==> config.mk <==
export PLATFORM = sky130hd
export DESIGN_NAME = rng_arbiter_flat
export DESIGN_NICKNAME = d
export VERILOG_FILES = /design/src/rtl/rng_arbiter_if.sv /design/src/rtl/rng_arbiter.sv /design/src/flat_wrapper.sv
export SDC_FILE = /design/constraint.sdc
export NUM_CORES = 1
export LEC_CHECK = 0
export CORE_MARGIN = 2
export CORE_UTILIZATION = 55
export CTS_CLUSTER_DIAMETER = 120
export CTS_CLUSTER_SIZE = 14
export DETAILED_ROUTE_END_ITERATION = 8
export DONT_BUFFER_PORTS = 1
export PLACE_DENSITY = 0.71
export REMOVE_ABC_BUFFERS = 1
export SYNTH_ARGS = -nofsm -noshare
export SYNTH_HDL_FRONTEND = slang
export SYNTH_SLANG_ARGS = --single-unit
==> constraint.sdc <==
create_clock -name clock -period 2.8 [get_ports clock]
set_input_delay 0.42 -clock clock [delete_from_list [all_inputs] [get_ports clock]]
set_output_delay 0.42 -clock clock [all_outputs]
set_load 0.05 [all_outputs]
==> src/rtl/rng_arbiter_if.sv <==
// Requester-side bundle for rng_arbiter: level requests and reseed pulses in,
// one-hot grant pulses with the random byte out.
interface rng_arbiter_if #(
    parameter int N_REQ = 4
);
    logic [N_REQ-1:0] req;
    logic             reseed;
    logic [N_REQ-1:0] gnt;
    logic             rand_valid;
    logic [7:0]       rand_out;

    modport master (
        output req,
        output reseed,
        input  gnt,
        input  rand_valid,
        input  rand_out
    );

    modport slave (
        input  req,
        input  reseed,
        output gnt,
        output rand_valid,
        output rand_out
    );
endinterface

==> src/rtl/rng_arbiter.sv <==
// Round-robin arbiter sharing one 8-bit LFSR between game requesters; owns the
// generator reseed line. Define RNG_ARB_GAP_EN to enforce GAP cycles between grants.
module rng_arbiter #(
    parameter int N_REQ = 4,
    parameter int GAP   = 8
) (
    input  logic          clock,
    input  logic          reset_n,
    rng_arbiter_if.slave  bus,
    input  logic [7:0]    rand_in,
    output logic          seed_n
);

    localparam int PTR_W = $clog2(N_REQ);

    if (N_REQ < 2 || N_REQ > 8) begin : g_bad_n_req
        $error("rng_arbiter: N_REQ must be in 2..8");
    end
    if (GAP < 2 || GAP > 255) begin : g_bad_gap
        $error("rng_arbiter: GAP must be in 2..255");
    end

    typedef enum logic [1:0] {
        SEED  = 2'd0,
        IDLE  = 2'd1,
        GRANT = 2'd2,
        HOLD  = 2'd3
    } state_t;

    state_t           state;
    logic [PTR_W-1:0] ptr;
    logic [PTR_W-1:0] grant_idx;
    logic [PTR_W-1:0] pick;
    logic [PTR_W-1:0] ptr_next;
    logic             reseed_pending;
    logic [N_REQ-1:0] gnt_q;
    logic             valid_q;
    logic [7:0]       rand_q;

`ifdef RNG_ARB_GAP_EN
    // Counter preload so that HOLD lasts exactly GAP-2 cycles.
    localparam logic [7:0] HOLD_LOAD = (GAP > 2) ? 8'(GAP - 3) : 8'd0;
    logic [7:0] gap_cnt;
`endif

    // First set request at or after the pointer, wrapping from N_REQ-1 to 0.
    function automatic logic [PTR_W-1:0] rr_pick(
        input logic [N_REQ-1:0] r,
        input logic [PTR_W-1:0] p
    );
        logic [PTR_W-1:0] found;
        int               k;
        found = '0;
        for (int i = N_REQ - 1; i >= 0; i--) begin
            k = int'(p) + i;
            if (k >= N_REQ) begin
                k = k - N_REQ;
            end
            if (r[k]) begin
                found = PTR_W'(k);
            end
        end
        return found;
    endfunction

    always_comb begin
        pick     = rr_pick(bus.req, ptr);
        ptr_next = (grant_idx == PTR_W'(N_REQ - 1)) ? '0 : grant_idx + 1'b1;
    end

    assign bus.gnt        = gnt_q;
    assign bus.rand_valid = valid_q;
    assign bus.rand_out   = rand_q;

    always_ff @(posedge clock) begin
        if (!reset_n) begin
            state          <= SEED;
            seed_n         <= 1'b0;
            gnt_q          <= '0;
            valid_q        <= 1'b0;
            rand_q         <= 8'd0;
            ptr            <= '0;
            grant_idx      <= '0;
            reseed_pending <= 1'b0;
`ifdef RNG_ARB_GAP_EN
            gap_cnt        <= 8'd0;
`endif
        end else begin
            case (state)
                SEED: begin
                    seed_n <= 1'b1;
                    state  <= IDLE;
                end

                // Reseed wins over requests so the new seed lands before any delivery.
                IDLE: begin
                    if (reseed_pending || bus.reseed) begin
                        reseed_pending <= 1'b0;
                        seed_n         <= 1'b0;
                        state          <= SEED;
                    end else if (|bus.req) begin
                        rand_q    <= rand_in;
                        grant_idx <= pick;
                        gnt_q     <= N_REQ'(1) << pick;
                        valid_q   <= 1'b1;
                        state     <= GRANT;
                    end
                end

                GRANT: begin
                    gnt_q   <= '0;
                    valid_q <= 1'b0;
                    ptr     <= ptr_next;
                    if (bus.reseed) begin
                        reseed_pending <= 1'b1;
                    end
`ifdef RNG_ARB_GAP_EN
                    if (GAP > 2) begin
                        gap_cnt <= HOLD_LOAD;
                        state   <= HOLD;
                    end else begin
                        state   <= IDLE;
                    end
`else
                    state <= IDLE;
`endif
                end

                HOLD: begin
                    if (bus.reseed) begin
                        reseed_pending <= 1'b1;
                    end
`ifdef RNG_ARB_GAP_EN
                    if (gap_cnt == 8'd0) begin
                        state <= IDLE;
                    end else begin
                        gap_cnt <= gap_cnt - 8'd1;
                    end
`else
                    state <= IDLE;
`endif
                end

                default: begin
                    state <= SEED;
                end
            endcase
        end
    end

endmodule

==> src/flat_wrapper.sv <==
// flat-port wrapper written by rule: the top's interface ports become plain ports
module rng_arbiter_flat 
#(
    parameter int N_REQ = 4,
    parameter int GAP   = 8
)
  (clock, reset_n, rand_in, seed_n, bus_req, bus_reseed, bus_gnt, bus_rand_valid, bus_rand_out);
  rng_arbiter_if #(.N_REQ(N_REQ)) bus_i ();
  input  logic clock;
  input  logic reset_n;
  input  logic [7:0] rand_in;
  output logic seed_n;
  input wire logic [$bits(bus_i.req)-1:0] bus_req;
  input wire logic [$bits(bus_i.reseed)-1:0] bus_reseed;
  output wire logic [$bits(bus_i.gnt)-1:0] bus_gnt;
  output wire logic [$bits(bus_i.rand_valid)-1:0] bus_rand_valid;
  output wire logic [$bits(bus_i.rand_out)-1:0] bus_rand_out;
  assign bus_i.req = bus_req;
  assign bus_i.reseed = bus_reseed;
  assign bus_gnt = bus_i.gnt;
  assign bus_rand_valid = bus_i.rand_valid;
  assign bus_rand_out = bus_i.rand_out;
  rng_arbiter #(.N_REQ(N_REQ), .GAP(GAP)) u_core (.clock(clock), .reset_n(reset_n), .bus(bus_i), .rand_in(rand_in), .seed_n(seed_n));
endmodule
==> impl_metrics.csv, run 1 <==
group,metric,value,unit
cts,cts_htree_levels,1,
finish,stdcell_area,1060,um^2
run,drv_cap,0,
yosys,synth.area.top_cells,"dfxtp_1 (41%), nand2_1 (9.5%), ha_1 (7.3%)",
timing,skew,0.00621,ns
timing,finalSetupViolCount,0,
global_routing,grt_overflow,0,
power,p_int,404,uW
power,p_clk_frac,0.240,
timing,hold_viol,0,
global_routing,gr-usage-met2,0.311,
drt,avgRoutedWirePerCell,13.4,um
floorplan,die_w,47.2,um
drt,post-route-drc-count,0,
timing,max_freq,612,MHz
finish,regArea,420,um^2
global_routing,grt_pass1_vias,728,
critical_path,rrSetupSlack,1.17,ns
cts,cts_num_sinks,21,
yosys,synth-seq-cells,21,
yosys,yosysUniqueCellTypes,33,
drt,ant_nets,0,
floorplan,start_util,0.589,
finish,nets,137,
timing,min_period,1.63,ns
cts,clockBufferDepth,2,
power,swShare,0.309,
finish,final-instance-count-excl-fill,140,
min_path,hold_path_depth,2,
place,dpl.cell_count,136,
power,power_density,550,nW/um^2
power,leakage,0.394,nW
yosys,synth_edf_count,0,
timing,tns,0,ns
timing,maxSlewHeadroom,0.651,
drt,first_pass_iters,2,
place,dpl_cell_area,1040,um^2
finish,drive_gt1_frac,0.0957,
critical_path,worstPathRequired,3.01,ns
place,place_congestion,0.763,
critical_path,end_kind,"register",
global_routing,met1_usage,0.188,
floorplan,die_h,47.2,um
yosys,synth_warnings,0,
critical_path,reg2regPathDepth,6,
run_status,status,"finished, final reports clean",
finish,diodes,0,
yosys,synth_top_cell_area_share,0.409,
power,seqPwrFrac,0.634,
finish,utilization,0.610,
floorplan,ios,29,
cts,cts_tree,"done",
timing,worstMarginPinSlew,0.522,ns
drt,totalWireLength,1880,um
timing,slew_violations,0,
global_routing,grt.total_usage,0.176,
drt,drt-initial-drc-count,5,
place,numPortBuffers,0,
finish,multiInputGateArea,571,um^2
yosys,postSynthCellCount,115,
power,vdd_ir_drop_max,351,uV
cts,post_cts_resize_count,0,
drt,avgViaCountPerCell,5.74,
timing,post-route-period-util,0.583,
floorplan,core_region_area,1750,um^2
critical_path,path_max_fanout,8,
yosys,syn_avg_cell_area,8.94,um^2
floorplan,fp.dieArea,2230,um^2
timing,rsz0062_at_grt,"false",
yosys,synthFlopType,"dfxtp_1",
min_path,hp-class,"primary input to register",
cts,cts_made_buffers,3,
yosys,async_flop_share,0,
critical_path,cp.arrival,1.84,ns
yosys,yosysMostFrequentCell,"nand2_1",
cts,cts_setup_buffers,0,
cts,postCtsHoldBufs,0,
critical_path,criticalPathCategory,"register to register",
drt,vias,804,
yosys,seq_area_frac_synth,0.409,
yosys,synth_top_area_cell,"dfxtp_1",
global_routing,antenna_found_initial,0,
finish,areaGrowthSynthToFinish,3.53,%
critical_path,startpoint_type,"register",
finish,fillers,164,
global_routing,grt_pass1_wl,2770,um
cts,cts.clk_slew.worst_paths,0.12,ns
cts,worstSkewPairLatency,0.29,ns
yosys,synthTopCellsByCount,"nand2_1 (26), dfxtp_1 (21), a21boi_0 (9), ha_1 (6)",
floorplan,rows,15,
timing,whs,0.242,ns
cts,clockRootBuffer,"clkbuf_4",
yosys,syn_area,1030,um^2
power,switching_power,181,uW
global_routing,gr-max-usage-layer,"met2",
global_routing,grt_max_degree,23,
place,hpwl,1420,um
global_routing,use_met3,0.0615,
power,pwr-share-comb,0.126,
==> critical path: stages, from the launching register on <==
cell and delay [ns]:
dfxtp_1 0.39, inv_1 0.10, ha_1 0.29, and2b_1 0.25
a31o_4 0.13, nand3b_1 0.14, o32ai_1 0.25
==> final cells by class <==
cell class | instances | share of cell area
inverter | 4 | 0.0141
clock buffer | 3 | 0.0212
clock inverter | 1 | 0.00470
tap | 25 | 0.0294
sequential | 21 | 0.395
multi-input combinational | 86 | 0.536
==> per-stage QoR <==
| step | power, mW | setup slack [ns] |
|---|---|---|
| 2_1_floorplan | 0.438 | 1.21 |
| 3_3_place_gp | 0.450 | 1.19 |
| 3_5_place_dp | 0.452 | 1.18 |
| 4_1_cts | 0.593 | 1.17 |
| 5_1_grt | 0.611 | 1.04 |
| 6_report | 0.585 | 1.17 |
==> routing by layer <==
layer | part of all wire | up-vias
met5 | 0 | -
met4 | 0.0085 | 0
met3 | 0.10 | 2
met2 | 0.45 | 30
met1 | 0.43 | 371
li1 | - | 401
==> power groups by stage <==
stage,Combinational (mW),Clock [mW],Sequential (mW)
after floorplan,0.0633,0,0.375
after CTS,0.0746,0.147,0.371
after detailed placement,0.0744,0,0.378
final,0.0739,0.140,0.371
after global placement,0.0722,0,0.377
after global routing,0.0816,0.156,0.374
==> layout by cell type (no fill, tap or decap), types with 2 or more instances in the layout <==
cell / netlist / layout
nand2_1: 26 / 26
dfxtp_1: 21 / 21
a21boi_0: 9 / 9
ha_1: 6 / 6
nor2_1: 5 / 5
nor2b_1: 5 / 5
inv_1: 4 / 4
o32ai_1: 4 / 4
a21oi_1: 3 / 3
mux2i_1: 3 / 3
clkbuf_4: 0 / 3
nor4b_1: 2 / 2
o21ai_0: 2 / 2
o31ai_1: 2 / 2
nand3_1: 2 / 2
==> path summary, 6_finish.rpt <==
kind	start	end
max	u_core.state[1]	u_core.bus.gnt[1]
min	reset_n	u_core.state[1]
max reg2reg	u_core.state[1]	u_core.bus.gnt[1]
min reg2reg	u_core.grant_idx[1]	u_core.grant_idx[1]
==> state kept, by name, summed over array words and instances (netlist names) <==
name,flops
u_core.reseed_pending,1
u_core.bus.rand_valid,1
u_core.state,2
u_core.ptr,2
u_core.bus.rand_out,8
u_core.grant_idx,2
u_core.bus.gnt,4
u_core.seed_n,1
==> cells by family (layout without fill, tap and decap cells) <==
| kind of cell | after synthesis | count (layout) | synth area share |
|---|---|---|---|
| flip-flops | 21 | 21 | 0.409 |
| buffers and inverters | 8 | 8 | 0.0365 |
| AND/OR/NAND/NOR | 50 | 50 | 0.246 |
| adder cells (fa/ha/maj) | 6 | 6 | 0.0730 |
| multiplexers | 3 | 3 | 0.0292 |
| AO/OA/AOI/OAI | 27 | 27 | 0.207 |
Power figures use the tool's default switching activity.
==> run 2, diff against run 1 <==
--- a/config.mk
+++ b/config.mk
@@ -6,12 +6,12 @@
 export NUM_CORES = 1
 export LEC_CHECK = 0
 export CORE_MARGIN = 2
-export CORE_UTILIZATION = 55
+export CORE_UTILIZATION = 54
 export CTS_CLUSTER_DIAMETER = 120
 export CTS_CLUSTER_SIZE = 14
 export DETAILED_ROUTE_END_ITERATION = 8
 export DONT_BUFFER_PORTS = 1
-export PLACE_DENSITY = 0.71
+export PLACE_DENSITY = 0.73
 export REMOVE_ABC_BUFFERS = 1
 export SYNTH_ARGS = -nofsm -noshare
 export SYNTH_HDL_FRONTEND = slang
==> constraint.sdc (replaced) <==
create_clock -name clock -period 1.35 [get_ports clock]
set_input_delay 0.2025 -clock clock [delete_from_list [all_inputs] [get_ports clock]]
set_output_delay 0.2025 -clock clock [all_outputs]
set_load 0.05 [all_outputs]
==> run 2 against run 1 <==
The flow now finishes with violations (setup timing); worst setup slack worse by 1.4 ns; wire length is 23% higher; final cell count is 21% higher; non-clock buffer count up 30; critical endpoint is now u_core.bus.gnt[2]; largest cell class unchanged.
==> impl_metrics.csv, run 2 (synthesis results as in run 1) <==
group,metric,value,unit
run_status,status,"finished, violations left",
run_status,violations,"setup timing",
power,leakage,0.552,nW
drt,avgViaCountPerCell,5.41,
place,numPortBuffers,0,
floorplan,ios,29,
critical_path,r2r_end,"u_core.bus.gnt[2]",
global_routing,grt_pass1_vias,814,
critical_path,criticalPathCategory,"register to register",
drt,ant_nets,0,
drt,drt-initial-drc-count,19,
floorplan,die_h,47.6,um
drt,post-route-drc-count,0,
critical_path,worstPathRequired,1.56,ns
power,p_total,1.36,mW
min_path,hold_path_depth,1,
min_path,hp-class,"primary input to register",
timing,rsz0062_at_grt,"true",
drt,vias,919,
timing,whs,0.0186,ns
cts,cts_num_sinks,21,
drt,totalWireLength,2310,um
finish,nets,167,
place,hpwl,1540,um
global_routing,grt.total_usage,0.226,
cts,clockRootBuffer,"clkbuf_4",
timing,maxSlewHeadroom,0.689,
drt,avgRoutedWirePerCell,13.6,um
place,place_congestion,0.763,
cts,cts.clk_slew.worst_paths,0.12,ns
timing,min_period,1.56,ns
critical_path,path_max_fanout,4,
floorplan,core_region_area,1760,um^2
power,vdd_ir_drop_max,829,uV
timing,finalSetupViolCount,5,
timing,skew,0.00226,ns
cts,clockBufferDepth,2,
critical_path,reg2regPathDepth,6,
critical_path,crit_chain,"inv_4 > ha_4 > buf_4 > a31o_4 > nand3b_1 > o32ai_1",
min_path,hold_path_end,"u_core.ptr[0]",
timing,slew_violations,0,
global_routing,grt_max_degree,22,
timing,fin_ws,-0.212,ns
floorplan,die_w,47.6,um
critical_path,end_kind,"register",
cts,cts_tree,"done",
global_routing,antenna_found_initial,0,
run,drv_cap,0,
finish,drive_gt1_frac,0.331,
finish,utilization,0.767,
global_routing,grt_overflow,0,
critical_path,timing.rr.start,"u_core.state[0]",
critical_path,cp.arrival,1.77,ns
finish,mostFrequentLayoutCells,"buf_4 (28), nand2_1 (26), dfxtp_1 (19), a21boi_0 (9)",
floorplan,rows,15,
cts,cts_htree_levels,1,
global_routing,grt_pass1_wl,3530,um
timing,max_freq,640,MHz
timing,post-route-period-util,1.16,
drt,first_pass_iters,4,
critical_path,startpoint_type,"register",
power,power_density,1000,nW/um^2
floorplan,start_util,0.583,
finish,diodes,0,
finish,areaGrowthSynthToFinish,31.5,%
critical_path,critPathSlowestCell,"dfxtp_4",
min_path,min-delay-start,"reset_n",
timing,worstMarginPinSlew,0.462,ns
timing,hold_viol,0,
cts,worstSkewPairLatency,0.31,ns
cts,cts_made_buffers,3,
finish,largest_reg_flops,8,
floorplan,fp.dieArea,2270,um^2
finish,final_common_cell,"buf_4",
finish,fillers,133,
timing,tns,-0.668,ns
critical_path,slowest_delay,0.40,ns
critical_path,rrSetupSlack,-0.21,ns
## run 2: cell count changes in the layout (fill, tap and decap cells not counted), moves of 2 or more
cell	before	now
o32ai_1	4	2
inv_1	4	2
o32ai_2	0	2
dlygate4sd3_1	0	2
ha_4	0	2
dfxtp_1	21	19
ha_1	6	4
buf_4	0	28
## run 2: worst max-delay path by stage
stage,startpoint,end,cells past startpoint
finish,u_core.state[0],u_core.bus.gnt[2],6
detailed placement,u_core.state[0],u_core.bus.rand_valid,6
global route,u_core.state[0],u_core.bus.gnt[2],6
global placement,u_core.state[0],u_core.bus.gnt[2],6
floorplan,u_core.state[0],u_core.bus.rand_valid,6
CTS,u_core.state[1],u_core.bus.gnt[0],6
## run 2: critical path, delay by kind of cell (launching register included)
family | cells | cell delay [ns]
flip-flops | 1 | 0.40
adder cells (fa/ha/maj) | 1 | 0.25
AO/OA/AOI/OAI | 2 | 0.47
AND/OR/NAND/NOR | 1 | 0.19
buffers and inverters | 2 | 0.13
## run 2: metrics by stage
step / instances / setup WS [ns] / cell area, um^2
final: 170 / -0.212 / 1350
after detailed placement: 163 / -0.165 / 1240
after global placement: 163 / -0.101 / 1240
after floorplan: 111 / -0.145 / 1010
after CTS: 169 / -0.0855 / 1310
after global routing: 170 / -0.302 / 1350
## run 2: timing repair
item	4_1_cts	5_1_grt
hold endpoints to repair	2	2
setup endpoints to repair	6	9
hold buffers	1	1
setup buffers	1	0
pin swaps	3	2
cloned	0	0
resized for setup	7	6
## run 2: layout make-up
| type | instances | area [um^2] | area share |
|---|---|---|---|
| multi-input cells | 86 | 621 | 0.459 |
| flip-flops and latches | 21 | 425 | 0.315 |
| repair buffers | 30 | 230 | 0.170 |
| well taps | 25 | 31.3 | 0.0231 |
| clock buffers | 3 | 22.5 | 0.0167 |
| inverters | 4 | 17.5 | 0.0130 |
| clock inverters | 1 | 5.00 | 0.00370 |
## run 2: metal layers
| metal | share of wire | track usage |
|---|---|---|
| met1 | 0.46 | 0.294 |
| met2 | 0.46 | 0.354 |
| met3 | 0.063 | 0.0604 |
| met4 | 0.019 | 0.0973 |
| met5 | 0 | 0 |
## run 2: where the power goes
group	leakage [nW]	internal (mW)	switching, mW
Clock	0.0177	0.111	0.199
Combinational	0.362	0.158	0.211
Sequential	0.172	0.655	0.0223
==> run 3, diff against run 2 <==
--- a/config.mk
+++ b/config.mk
@@ -11,8 +11,9 @@
 export CTS_CLUSTER_SIZE = 14
 export DETAILED_ROUTE_END_ITERATION = 8
 export DONT_BUFFER_PORTS = 1
-export PLACE_DENSITY = 0.73
+export PLACE_DENSITY = 0.76
 export REMOVE_ABC_BUFFERS = 1
+export SLEW_MARGIN = 10
 export SYNTH_ARGS = -nofsm -noshare
 export SYNTH_HDL_FRONTEND = slang
 export SYNTH_SLANG_ARGS = --single-unit
==> run 3 against run 2 <==
The flow still finishes with violations (setup timing); sequential power barely moved; register-to-register slack improved by 0.05 ns; cell area fell by 0.46%; first-iteration DRC count rose by 47%; hold slack got worse by 0.0081 ns; combinational power barely moved; count of clock-buffer cells in the layout did not move; utilization fell by 0.35 points; largest cell class unchanged; highest routed layer unchanged.
==> impl_metrics.csv, run 3 (synthesis results as in run 1) <==
group,metric,value,unit
finish,diodes,0,
min_path,hp-class,"primary input to register",
finish,fillers,123,
global_routing,grt_max_degree,22,
drt,ant_nets,0,
timing,max_freq,661,MHz
timing,hold_viol,0,
cts,cts.clk_slew.worst_paths,0.12,ns
power,vdd_ir_drop_max,718,uV
drt,avgRoutedWirePerCell,14.8,um
cts,cts_tree,"done",
run_status,status,"finished, violations left",
power,p_total,1.36,mW
critical_path,startpoint_type,"register",
finish,final_common_cell,"buf_4",
drt,post-route-drc-count,0,
critical_path,cp.arrival,1.78,ns
critical_path,worstPathRequired,1.62,ns
cts,worstSkewPairLatency,0.31,ns
critical_path,end_kind,"register",
global_routing,met1_usage,0.260,
cts,clockBufferDepth,2,
critical_path,criticalPathCategory,"register to register",
floorplan,die_h,47.6,um
drt,totalWireLength,2510,um
critical_path,crit_chain,"inv_4 > ha_4 > and2b_1 > a31o_4 > buf_4 > mux2i_1 > and2_1",
global_routing,grt.total_usage,0.232,
critical_path,critPathSlowestCell,"dfxtp_2",
drt,first_pass_iters,4,
critical_path,crit_family,"flip-flops",
critical_path,path_max_fanout,3,
timing,skew,0.00634,ns
floorplan,rows,15,
finish,mostFrequentLayoutCells,"buf_4 (27), nand2_1 (26), dfxtp_1 (19), a21boi_0 (9)",
cts,cts_num_sinks,21,
timing,min_period,1.51,ns
timing,worstMarginPinSlew,0.495,ns
timing,rsz0062_at_grt,"true",
place,place_congestion,0.796,
power,leakage,0.551,nW
finish,areaGrowthSynthToFinish,30.9,%
global_routing,grt_overflow,0,
critical_path,slowest_delay,0.37,ns
cts,clockRootBuffer,"clkbuf_4",
global_routing,use_met3,0.0906,
timing,finalSetupViolCount,5,
finish,nets,167,
drt,avgViaCountPerCell,5.62,
finish,drive_gt1_frac,0.317,
cts,cts_htree_levels,1,
cts,cts_made_buffers,3,
drt,drt-initial-drc-count,28,
floorplan,fp.dieArea,2270,um^2
floorplan,core_region_area,1760,um^2
floorplan,ios,29,
timing,maxSlewHeadroom,0.667,
critical_path,crit_buf_inv,2,
drt,vias,955,
run,drv_cap,0,
timing,slew_violations,0,
global_routing,grt_pass1_vias,882,
global_routing,gr-usage-met2,0.392,
timing,fin_ws,-0.163,ns
global_routing,grt_pass1_wl,3590,um
floorplan,die_w,47.6,um
timing,post-route-period-util,1.12,
place,numPortBuffers,0,
power,power_density,1010,nW/um^2
place,hpwl,1630,um
run_status,violations,"setup timing",
global_routing,antenna_found_initial,0,
global_routing,gr-max-usage-layer,"met2",
finish,largest_reg_flops,8,
place,place_ws,-0.153,ns
floorplan,start_util,0.583,
[run 3: cell types whose count changed in the layout (fill, tap and decap cells not counted), sizes merged]
cell         change
dlygate4sd3      +1
buf              -1
[run 3: path summary, 6_finish.rpt]
check / start / end / slack, ns / depth (start not counted)
worst max-delay path: u_core.state[1] / u_core.bus.rand_valid / -0.16 / 7
worst min register to register: u_core.bus.rand_out[7] / u_core.bus.rand_out[7] / 0.47 / 2
worst max register to register: u_core.state[1] / u_core.bus.rand_valid / -0.16 / 7
worst min-delay path: reset_n / u_core.state[0] / 0.01 / 1
[run 3: repair_timing]
action / 4_1_cts / 5_1_grt
setup endpoints to repair: 5 / 6
resized for setup: 8 / 4
hold buffers: 1 / 2
buffers inserted: 0 / 2
endpoints found under the hold margin: 2 / 5
pin swaps: 2 / 1
[run 3: per-stage QoR]
stage / area (um^2) / util / setup TNS [ns] / hold WS [ns] / instances
after floorplan: 1010 / - / -0.596 / 0.319 / 111
after global placement: 1220 / 0.694 / -0.398 / 0.326 / 161
after detailed placement: 1220 / 0.694 / -1.35 / 0.333 / 161
after CTS: 1290 / 0.733 / -0.337 / 0.0117 / 166
after global routing: 1350 / 0.763 / -0.894 / -0.00248 / 170
final: 1350 / 0.763 / -0.503 / 0.0105 / 170
[run 3: power by group]
group / leakage [nW] / internal [mW] / switching, mW / total (mW)
combinational: 0.361 / 0.156 / 0.213 / 0.369
sequential: 0.172 / 0.655 / 0.0230 / 0.678
clock: 0.0177 / 0.111 / 0.203 / 0.314
total: 0.551 / 0.922 / 0.439 / 1.36
[run 3: layout make-up]
| cell class | instances | area (um^2) | area share |
|---|---|---|---|
| multi-input combinational | 86 | 609 | 0.453 |
| sequential | 21 | 425 | 0.316 |
| timing repair buffer | 30 | 233 | 0.173 |
| tap | 25 | 31.3 | 0.0232 |
| clock buffer | 3 | 22.5 | 0.0167 |
| inverter | 4 | 20.0 | 0.0149 |
| clock inverter | 1 | 5.00 | 0.00372 |
[run 3: metal layers]
layer  part of all wire  wire length (um)
met2               0.50              1250
met5                  0                 0
met1               0.43              1070
met4              0.017                43
met3              0.057               144
